[src/rtl/vga_image_plotter.sv]
`timescale 1ns/1ps
// vga_image_plotter
//   Avalon-MM master that copies a WIDTH x HEIGHT image of Q16.16 pixel words
//   from memory to the VGA plot slave, one plot word per on-field pixel.
//   Software programs the source address and screen origin, then writes START.
//
// Ports
//   clk, reset        system clock, asynchronous active-high reset
//   csr_*             CSR slave: 0=SRC, 1=ORIGIN {y0[14:8],x0[7:0]},
//                     2=START (write) / {done,busy} (read), 3=plot write count
//   rd_*              memory read master (one read in flight at a time)
//   wr_*              VGA plot write master, address fixed at VGA_ADDR
module vga_image_plotter #(
  parameter int          WIDTH    = 28,
  parameter int          HEIGHT   = 28,
  parameter logic [31:0] VGA_ADDR = 32'h0
) (
  input  logic        clk,
  input  logic        reset,
  input  logic [1:0]  csr_address,
  input  logic        csr_read,
  output logic [31:0] csr_readdata,
  input  logic        csr_write,
  input  logic [31:0] csr_writedata,
  output logic [31:0] rd_address,
  output logic        rd_read,
  input  logic [31:0] rd_readdata,
  input  logic        rd_waitrequest,
  output logic [31:0] wr_address,
  output logic        wr_write,
  output logic [31:0] wr_writedata,
  input  logic        wr_waitrequest
);

  localparam logic [7:0] COL_LAST = 8'(WIDTH - 1);
  localparam logic [6:0] ROW_LAST = 7'(HEIGHT - 1);

  typedef enum logic [1:0] {IDLE, RD, WR, FIN} state_t;

  state_t      state, state_next;

  logic [31:0] src_reg;
  logic [14:0] origin_reg;
  logic        done_reg;
  logic [15:0] count_reg;

  logic [7:0]  x0_run;
  logic [6:0]  y0_run;
  logic [7:0]  col;
  logic [6:0]  row;
  logic [31:0] rd_addr_reg;
  logic [31:0] wr_data_reg;

  logic        busy;
  logic        start;
  logic        last_pixel;
  logic [8:0]  x_sum;
  logic [7:0]  y_sum;
  logic        on_field;
  logic [7:0]  colour;
  logic        rd_done;
  logic        wr_done;
  logic        advance;

  assign start      = csr_write && (csr_address == 2'd2) && (state == IDLE);
  assign last_pixel = (row == ROW_LAST) && (col == COL_LAST);

  // Screen coordinates are one bit wider than the field so that any carry
  // out marks the pixel as off-field.
  assign x_sum    = {1'b0, x0_run} + {1'b0, col};
  assign y_sum    = {1'b0, y0_run} + {1'b0, row};
  assign on_field = !x_sum[8] && !y_sum[7];

  assign rd_done = (state == RD) && !rd_waitrequest;
  assign wr_done = (state == WR) && !wr_waitrequest;
  assign advance = (rd_done && !on_field) || wr_done;

  // Saturate the signed Q16.16 pixel to 8 bits: negatives clamp to black,
  // anything at or above 1.0 clamps to full scale, else the top fraction byte.
  always_comb begin
    colour = rd_readdata[15:8];
    if (rd_readdata[31]) begin
      colour = 8'h00;
    end else if ($signed(rd_readdata) >= 32'sh0001_0000) begin
      colour = 8'hFF;
    end
  end

  // State register.
  always_ff @(posedge clk or posedge reset) begin
    if (reset) begin
      state <= IDLE;
    end else begin
      state <= state_next;
    end
  end

  // Next-state logic: an off-field pixel skips WR and goes straight on.
  always_comb begin
    state_next = state;
    unique case (state)
      IDLE: if (start) state_next = RD;
      RD: begin
        if (!rd_waitrequest) begin
          if (on_field)        state_next = WR;
          else if (last_pixel) state_next = FIN;
          else                 state_next = RD;
        end
      end
      WR: begin
        if (!wr_waitrequest) begin
          state_next = last_pixel ? FIN : RD;
        end
      end
      FIN:     state_next = IDLE;
      default: state_next = IDLE;
    endcase
  end

  // Output decode: requests are pure state decodes so a reset drops them at once.
  always_comb begin
    rd_read  = (state == RD);
    wr_write = (state == WR);
    busy     = (state == RD) || (state == WR);
  end

  assign rd_address   = rd_addr_reg;
  assign wr_writedata = wr_data_reg;
  assign wr_address   = VGA_ADDR;

  // CSR registers. SRC/ORIGIN may be rewritten at any time; the run works
  // from the copies taken at START.
  always_ff @(posedge clk or posedge reset) begin
    if (reset) begin
      src_reg    <= '0;
      origin_reg <= '0;
    end else if (csr_write) begin
      if (csr_address == 2'd0) src_reg    <= csr_writedata;
      if (csr_address == 2'd1) origin_reg <= csr_writedata[14:0];
    end
  end

  // Run datapath. The read address walks linearly, which equals
  // SRC + 4*(row*WIDTH+col) for a row-major image.
  always_ff @(posedge clk or posedge reset) begin
    if (reset) begin
      x0_run      <= '0;
      y0_run      <= '0;
      col         <= '0;
      row         <= '0;
      rd_addr_reg <= '0;
      wr_data_reg <= '0;
      count_reg   <= '0;
      done_reg    <= 1'b0;
    end else begin
      if (start) begin
        x0_run      <= origin_reg[7:0];
        y0_run      <= origin_reg[14:8];
        col         <= '0;
        row         <= '0;
        rd_addr_reg <= src_reg;
        count_reg   <= '0;
        done_reg    <= 1'b0;
      end
      if (rd_done && on_field) begin
        wr_data_reg <= {1'b0, y_sum[6:0], x_sum[7:0], 8'h00, colour};
      end
      if (wr_done) begin
        count_reg <= count_reg + 16'd1;
      end
      if (advance) begin
        rd_addr_reg <= rd_addr_reg + 32'd4;
        if (col == COL_LAST) begin
          col <= '0;
          row <= row + 7'd1;
        end else begin
          col <= col + 8'd1;
        end
        if (last_pixel) begin
          done_reg <= 1'b1;
        end
      end
    end
  end

  // CSR reads are combinational and return zero when not selected.
  always_comb begin
    csr_readdata = '0;
    if (csr_read) begin
      unique case (csr_address)
        2'd0: csr_readdata = src_reg;
        2'd1: csr_readdata = {17'b0, origin_reg};
        2'd2: csr_readdata = {30'b0, done_reg, busy};
        2'd3: csr_readdata = {16'b0, count_reg};
        default: csr_readdata = '0;
      endcase
    end
  end

endmodule

[config.mk]
export PLATFORM = sky130hd
export DESIGN_NAME = vga_image_plotter
export DESIGN_NICKNAME = d
export VERILOG_FILES = /design/src/rtl/vga_image_plotter.sv
export SDC_FILE = /design/constraint.sdc
export NUM_CORES = 1
export LEC_CHECK = 0
export BUFFER_PORTS_ARGS = -buffer_cell sky130_fd_sc_hd__buf_2
export CAP_MARGIN = 20
export CORE_ASPECT_RATIO = 1.1
export CORE_UTILIZATION = 52
export CTS_BUF_LIST = sky130_fd_sc_hd__clkbuf_8
export DETAILED_ROUTE_END_ITERATION = 6
export PLACE_DENSITY = 0.89
export RECOVER_POWER = 25
export SYNTH_ARGS = -nofsm -noshare
export SYNTH_HDL_FRONTEND = slang
export SYNTH_SLANG_ARGS = --single-unit
[constraint.sdc]
create_clock -name clk -period 5.9 [get_ports clk]
set_input_delay 0.885 -clock clk [delete_from_list [all_inputs] [get_ports clk]]
set_output_delay 0.885 -clock clk [all_outputs]
set_load 0.005 [all_outputs]
==> reports/qor.json <==
{
  "layer_with_the_highest_usage": {"value": "met2"},
  "failed_checks": {"value": "capacitance limit, slew limit"},
  "die_height": {"value": 135, "unit": "um"},
  "post-dp-hpwl": {"value": 14600, "unit": "um"},
  "route.antenna.remaining_nets": {"value": 0},
  "total_drc_errors_in_the_routed_layout": {"value": 0},
  "post_synth_main_area_contributors": {"value": "sky130_fd_sc_hd__dfrtp_1 (45%), sky130_fd_sc_hd__mux2_2 (6.9%), sky130_fd_sc_hd__nand2_1 (5.8%)"},
  "fill_cells": {"value": 1281},
  "outcome": {"value": "complete, but fails checks"},
  "chipWidth": {"value": 123, "unit": "um"},
  "place.gp.congestion": {"value": 0.816},
  "portBuffers": {"value": 152},
  "via_count": {"value": 7103},
  "final_layout_size_suffix_gt1_frac": {"value": 0.254},
  "fmaxAchievable": {"value": 0.285, "unit": "GHz"},
  "postRouteWirelength": {"value": 21100, "unit": "um"},
  "drtIter0Drc": {"value": 479},
  "globalRouteTotalUtil": {"value": 0.260},
  "worst_slew_pin_slew": {"value": 2.47, "unit": "ns"},
  "wl_per_cell": {"value": 17.4, "unit": "um"},
  "finalNonFillerCells": {"value": 1213},
  "synth_seq_cells": {"value": 151},
  "synthDominantCellAreaShare": {"value": 0.453},
  "min_period": {"value": 3.51, "unit": "ns"},
  "cp_data_required_time": {"value": 6.28, "unit": "ns"},
  "dieArea": {"value": 0.0165, "unit": "mm^2"},
  "cp-end-kind": {"value": "flip-flop"},
  "place.detailed.instances": {"value": 1178},
  "number_of_antenna_violations_at_the_first_check_in_global_routing": {"value": 1},
  "period_share": {"value": 0.595},
  "skew_pair_late_insertion_delay": {"value": 0.46, "unit": "ns"},
  "hold_violations": {"value": 0},
  "clk_pin_slew_worst_paths": {"value": 0.09, "unit": "ns"},
  "mostFrequentLayoutCell": {"value": "sky130_fd_sc_hd__buf_2"},
  "grt_util_met1": {"value": 0.330},
  "drv_cap": {"value": 1},
  "cts.sinks": {"value": 151},
  "grt.overflow.total": {"value": 0},
  "postCtsSetupBuffers": {"value": 0},
  "peak_vdd_ir": {"value": 0.258, "unit": "mV"},
  "cts_buffers": {"value": 17},
  "detail_route.first_pass.iterations": {"value": 5},
  "critPathKind": {"value": "primary input to flip-flop"},
  "mostFrequentLayoutCells": {"value": "sky130_fd_sc_hd__buf_2 (152), sky130_fd_sc_hd__dfrtp_1 (151), sky130_fd_sc_hd__nand2_1 (129)"},
  "grt_start_max_net_pins": {"value": 114},
  "max_buffers_root_to_sink": {"value": 2},
  "ys_dominant_reg_cell": {"value": "sky130_fd_sc_hd__dfrtp_1"},
  "rsz0062_at_grt": {"value": "false"},
  "maxSlewViolCount": {"value": 53},
  "p_per_area": {"value": 374, "unit": "mW/mm^2"},
  "core.rowCount": {"value": 48},
  "cts_tree": {"value": "built"},
  "pin_count": {"value": 202},
  "cts_root_buffer": {"value": "sky130_fd_sc_hd__clkbuf_8"},
  "synthDominantAreaCellType": {"value": "sky130_fd_sc_hd__dfrtp_1"},
  "slew_headroom": {"value": -0.655},
  "syn_area": {"value": 0.00834, "unit": "mm^2"},
  "critPathArrivalTime": {"value": 3.89, "unit": "ns"},
  "cts-hold-fix-buffers": {"value": 0},
  "final.setup_skew": {"value": 0.0146, "unit": "ns"},
  "placeableCoreArea": {"value": 0.0157, "unit": "mm^2"},
  "start_util": {"value": 0.532},
  "grt_util_met2": {"value": 0.422},
  "edff_count_synth": {"value": 0},
  "critical_path.startpoint_type": {"value": "primary input"},
  "syn_area_per_cell": {"value": 9.72, "unit": "um^2"},
  "postCtsResizedCells": {"value": 0},
  "setup-violations-final": {"value": 0},
  "grt_first_pass_wirelength": {"value": 32900, "unit": "um"},
  "clock_tree.htree_level_count": {"value": 4},
  "seq_total_area_yosys": {"value": 0.453},
  "synthToLayoutAreaGrowth": {"value": 14.7, "unit": "%"},
  "power.static_leakage": {"value": 4.63, "unit": "nW"},
  "synth_async_sr_flop_share": {"value": 1.00},
  "hp-class": {"value": "flip-flop to flip-flop"},
  "yosys_warnings": {"value": 0},
  "syn_inst": {"value": 858},
  "finalNetCount": {"value": 1096},
  "dp_worst_setup_slack": {"value": 1.99, "unit": "ns"},
  "setup_tns": {"value": 0, "unit": "ns"},
  "detail_route.vias_per_cell": {"value": 5.86},
  "yosys.cell_types.count": {"value": 68},
  "timing.critical_path.fanout_max": {"value": 25},
  "groute.layer.met3.usage": {"value": 0.0503},
  "layout_setup_ws": {"value": 2.39, "unit": "ns"},
  "first_global_vias": {"value": 6633},
  "worst_hold_slack": {"value": 0.477, "unit": "ns"}
}
synthesized netlist by cell type (2+ instances only):
cell type                    n
sky130_fd_sc_hd__nor4_1      5
sky130_fd_sc_hd__xnor2_1     5
sky130_fd_sc_hd__buf_4      43
sky130_fd_sc_hd__inv_1      13
sky130_fd_sc_hd__nand2_1   129
sky130_fd_sc_hd__ha_1       23
sky130_fd_sc_hd__clkbuf_1   24
sky130_fd_sc_hd__a211oi_1    3
sky130_fd_sc_hd__a31oi_1     4
sky130_fd_sc_hd__and3_1     31
sky130_fd_sc_hd__nor2_1     35
sky130_fd_sc_hd__o31ai_1    12
sky130_fd_sc_hd__nand3b_1    2
sky130_fd_sc_hd__mux2i_1    16
sky130_fd_sc_hd__and4_1      3
sky130_fd_sc_hd__nor3b_1     7
sky130_fd_sc_hd__mux2_2     51
sky130_fd_sc_hd__nand2b_1    3
sky130_fd_sc_hd__fa_1        2
sky130_fd_sc_hd__buf_1       4
sky130_fd_sc_hd__nor2b_1     8
sky130_fd_sc_hd__or2_2       2
sky130_fd_sc_hd__buf_2       8
sky130_fd_sc_hd__nor3_1     20
sky130_fd_sc_hd__o211ai_1    8
sky130_fd_sc_hd__o22ai_1     6
sky130_fd_sc_hd__a221o_1    12
sky130_fd_sc_hd__a21oi_1    21
sky130_fd_sc_hd__a211o_1     3
sky130_fd_sc_hd__xor2_1      8
sky130_fd_sc_hd__o21a_1      2
sky130_fd_sc_hd__a21boi_0    2
sky130_fd_sc_hd__o21bai_1    3
sky130_fd_sc_hd__dfrtp_1   151
sky130_fd_sc_hd__mux4_2      2
sky130_fd_sc_hd__o21ai_1     5
sky130_fd_sc_hd__a22oi_1     5
sky130_fd_sc_hd__o21ai_0    70
sky130_fd_sc_hd__nand4_1     7
sky130_fd_sc_hd__a22o_1      6
sky130_fd_sc_hd__a21o_1     15
sky130_fd_sc_hd__and2_1     21
sky130_fd_sc_hd__a32oi_1     4
sky130_fd_sc_hd__nand3_1    30
cells by family after synthesis:
logic type / count (synthesis) / share of synthesized area
fa+ha+maj: 25 / 0.0393
xor+xnor: 13 / 0.0137
compound gates: 194 / 0.155
other cells: 1 / 0.000450
flops: 151 / 0.453
buf+inv: 93 / 0.0626
simple gates: 312 / 0.182
mux: 69 / 0.0935
per-layer routing:
metal / vias to the layer above / part of all wire / routed length (um)
met5: - / 0 / 0
met4: 0 / 0.035 / 733
met3: 51 / 0.074 / 1550
met2: 314 / 0.49 / 10300
met1: 3442 / 0.40 / 8500
li1: 3296 / - / -
power by group:
part	internal, W	total, W	switching, W
combinational	0.000513	0.00107	0.000557
clock	0.000447	0.000863	0.000416
sequential	0.00134	0.00164	0.000301
total	0.00230	0.00357	0.00127
worst max-delay path, cell delays in order:
cell	delay, ns
sky130_fd_sc_hd__buf_2	0.30
sky130_fd_sc_hd__and4b_1	0.81
sky130_fd_sc_hd__nand2_1	0.42
sky130_fd_sc_hd__a21oi_1	0.26
sky130_fd_sc_hd__a21o_1	0.75
sky130_fd_sc_hd__o22ai_1	0.24
sky130_fd_sc_hd__o22ai_1	0.21
area by class of cell:
class,count,area (um^2),area share
clock buffers,19,262,0.0273
diodes,1,2.50,0.000262
inverters,13,50.0,0.00523
clock inverters,13,166,0.0174
flip-flops and latches,151,3780,0.395
repair buffers,162,856,0.0895
well taps,200,250,0.0262
multi-input cells,654,4200,0.439
worst paths after layout:
| check | start | to | slack (ns) | depth (start not counted) |
|---|---|---|---|---|
| min | wr_writedata[4] | wr_writedata[4] | 0.48 | 2 |
| min reg2reg | wr_writedata[4] | wr_writedata[4] | 0.48 | 2 |
| max in group asynchronous | reset | src_reg[23] | 3.40 | 3 |
| max reg2reg | state[0] | rd_address[10] | 2.50 | 8 |
| max | csr_address[0] | rd_address[10] | 2.39 | 7 |
| min in group asynchronous | reset | count_reg[3] | 1.09 | 2 |
per-stage QoR:
stage	area [um^2]	total power, W	util
6_report	9560	0.00357	0.610
5_1_grt	9560	0.00379	0.610
4_1_cts	9530	0.00358	0.608
3_5_place_dp	9100	0.00272	0.581
3_3_place_gp	9100	0.00265	0.581
2_1_floorplan	8490	0.00227	-
Note: power is estimated with default switching activity, not from simulation.
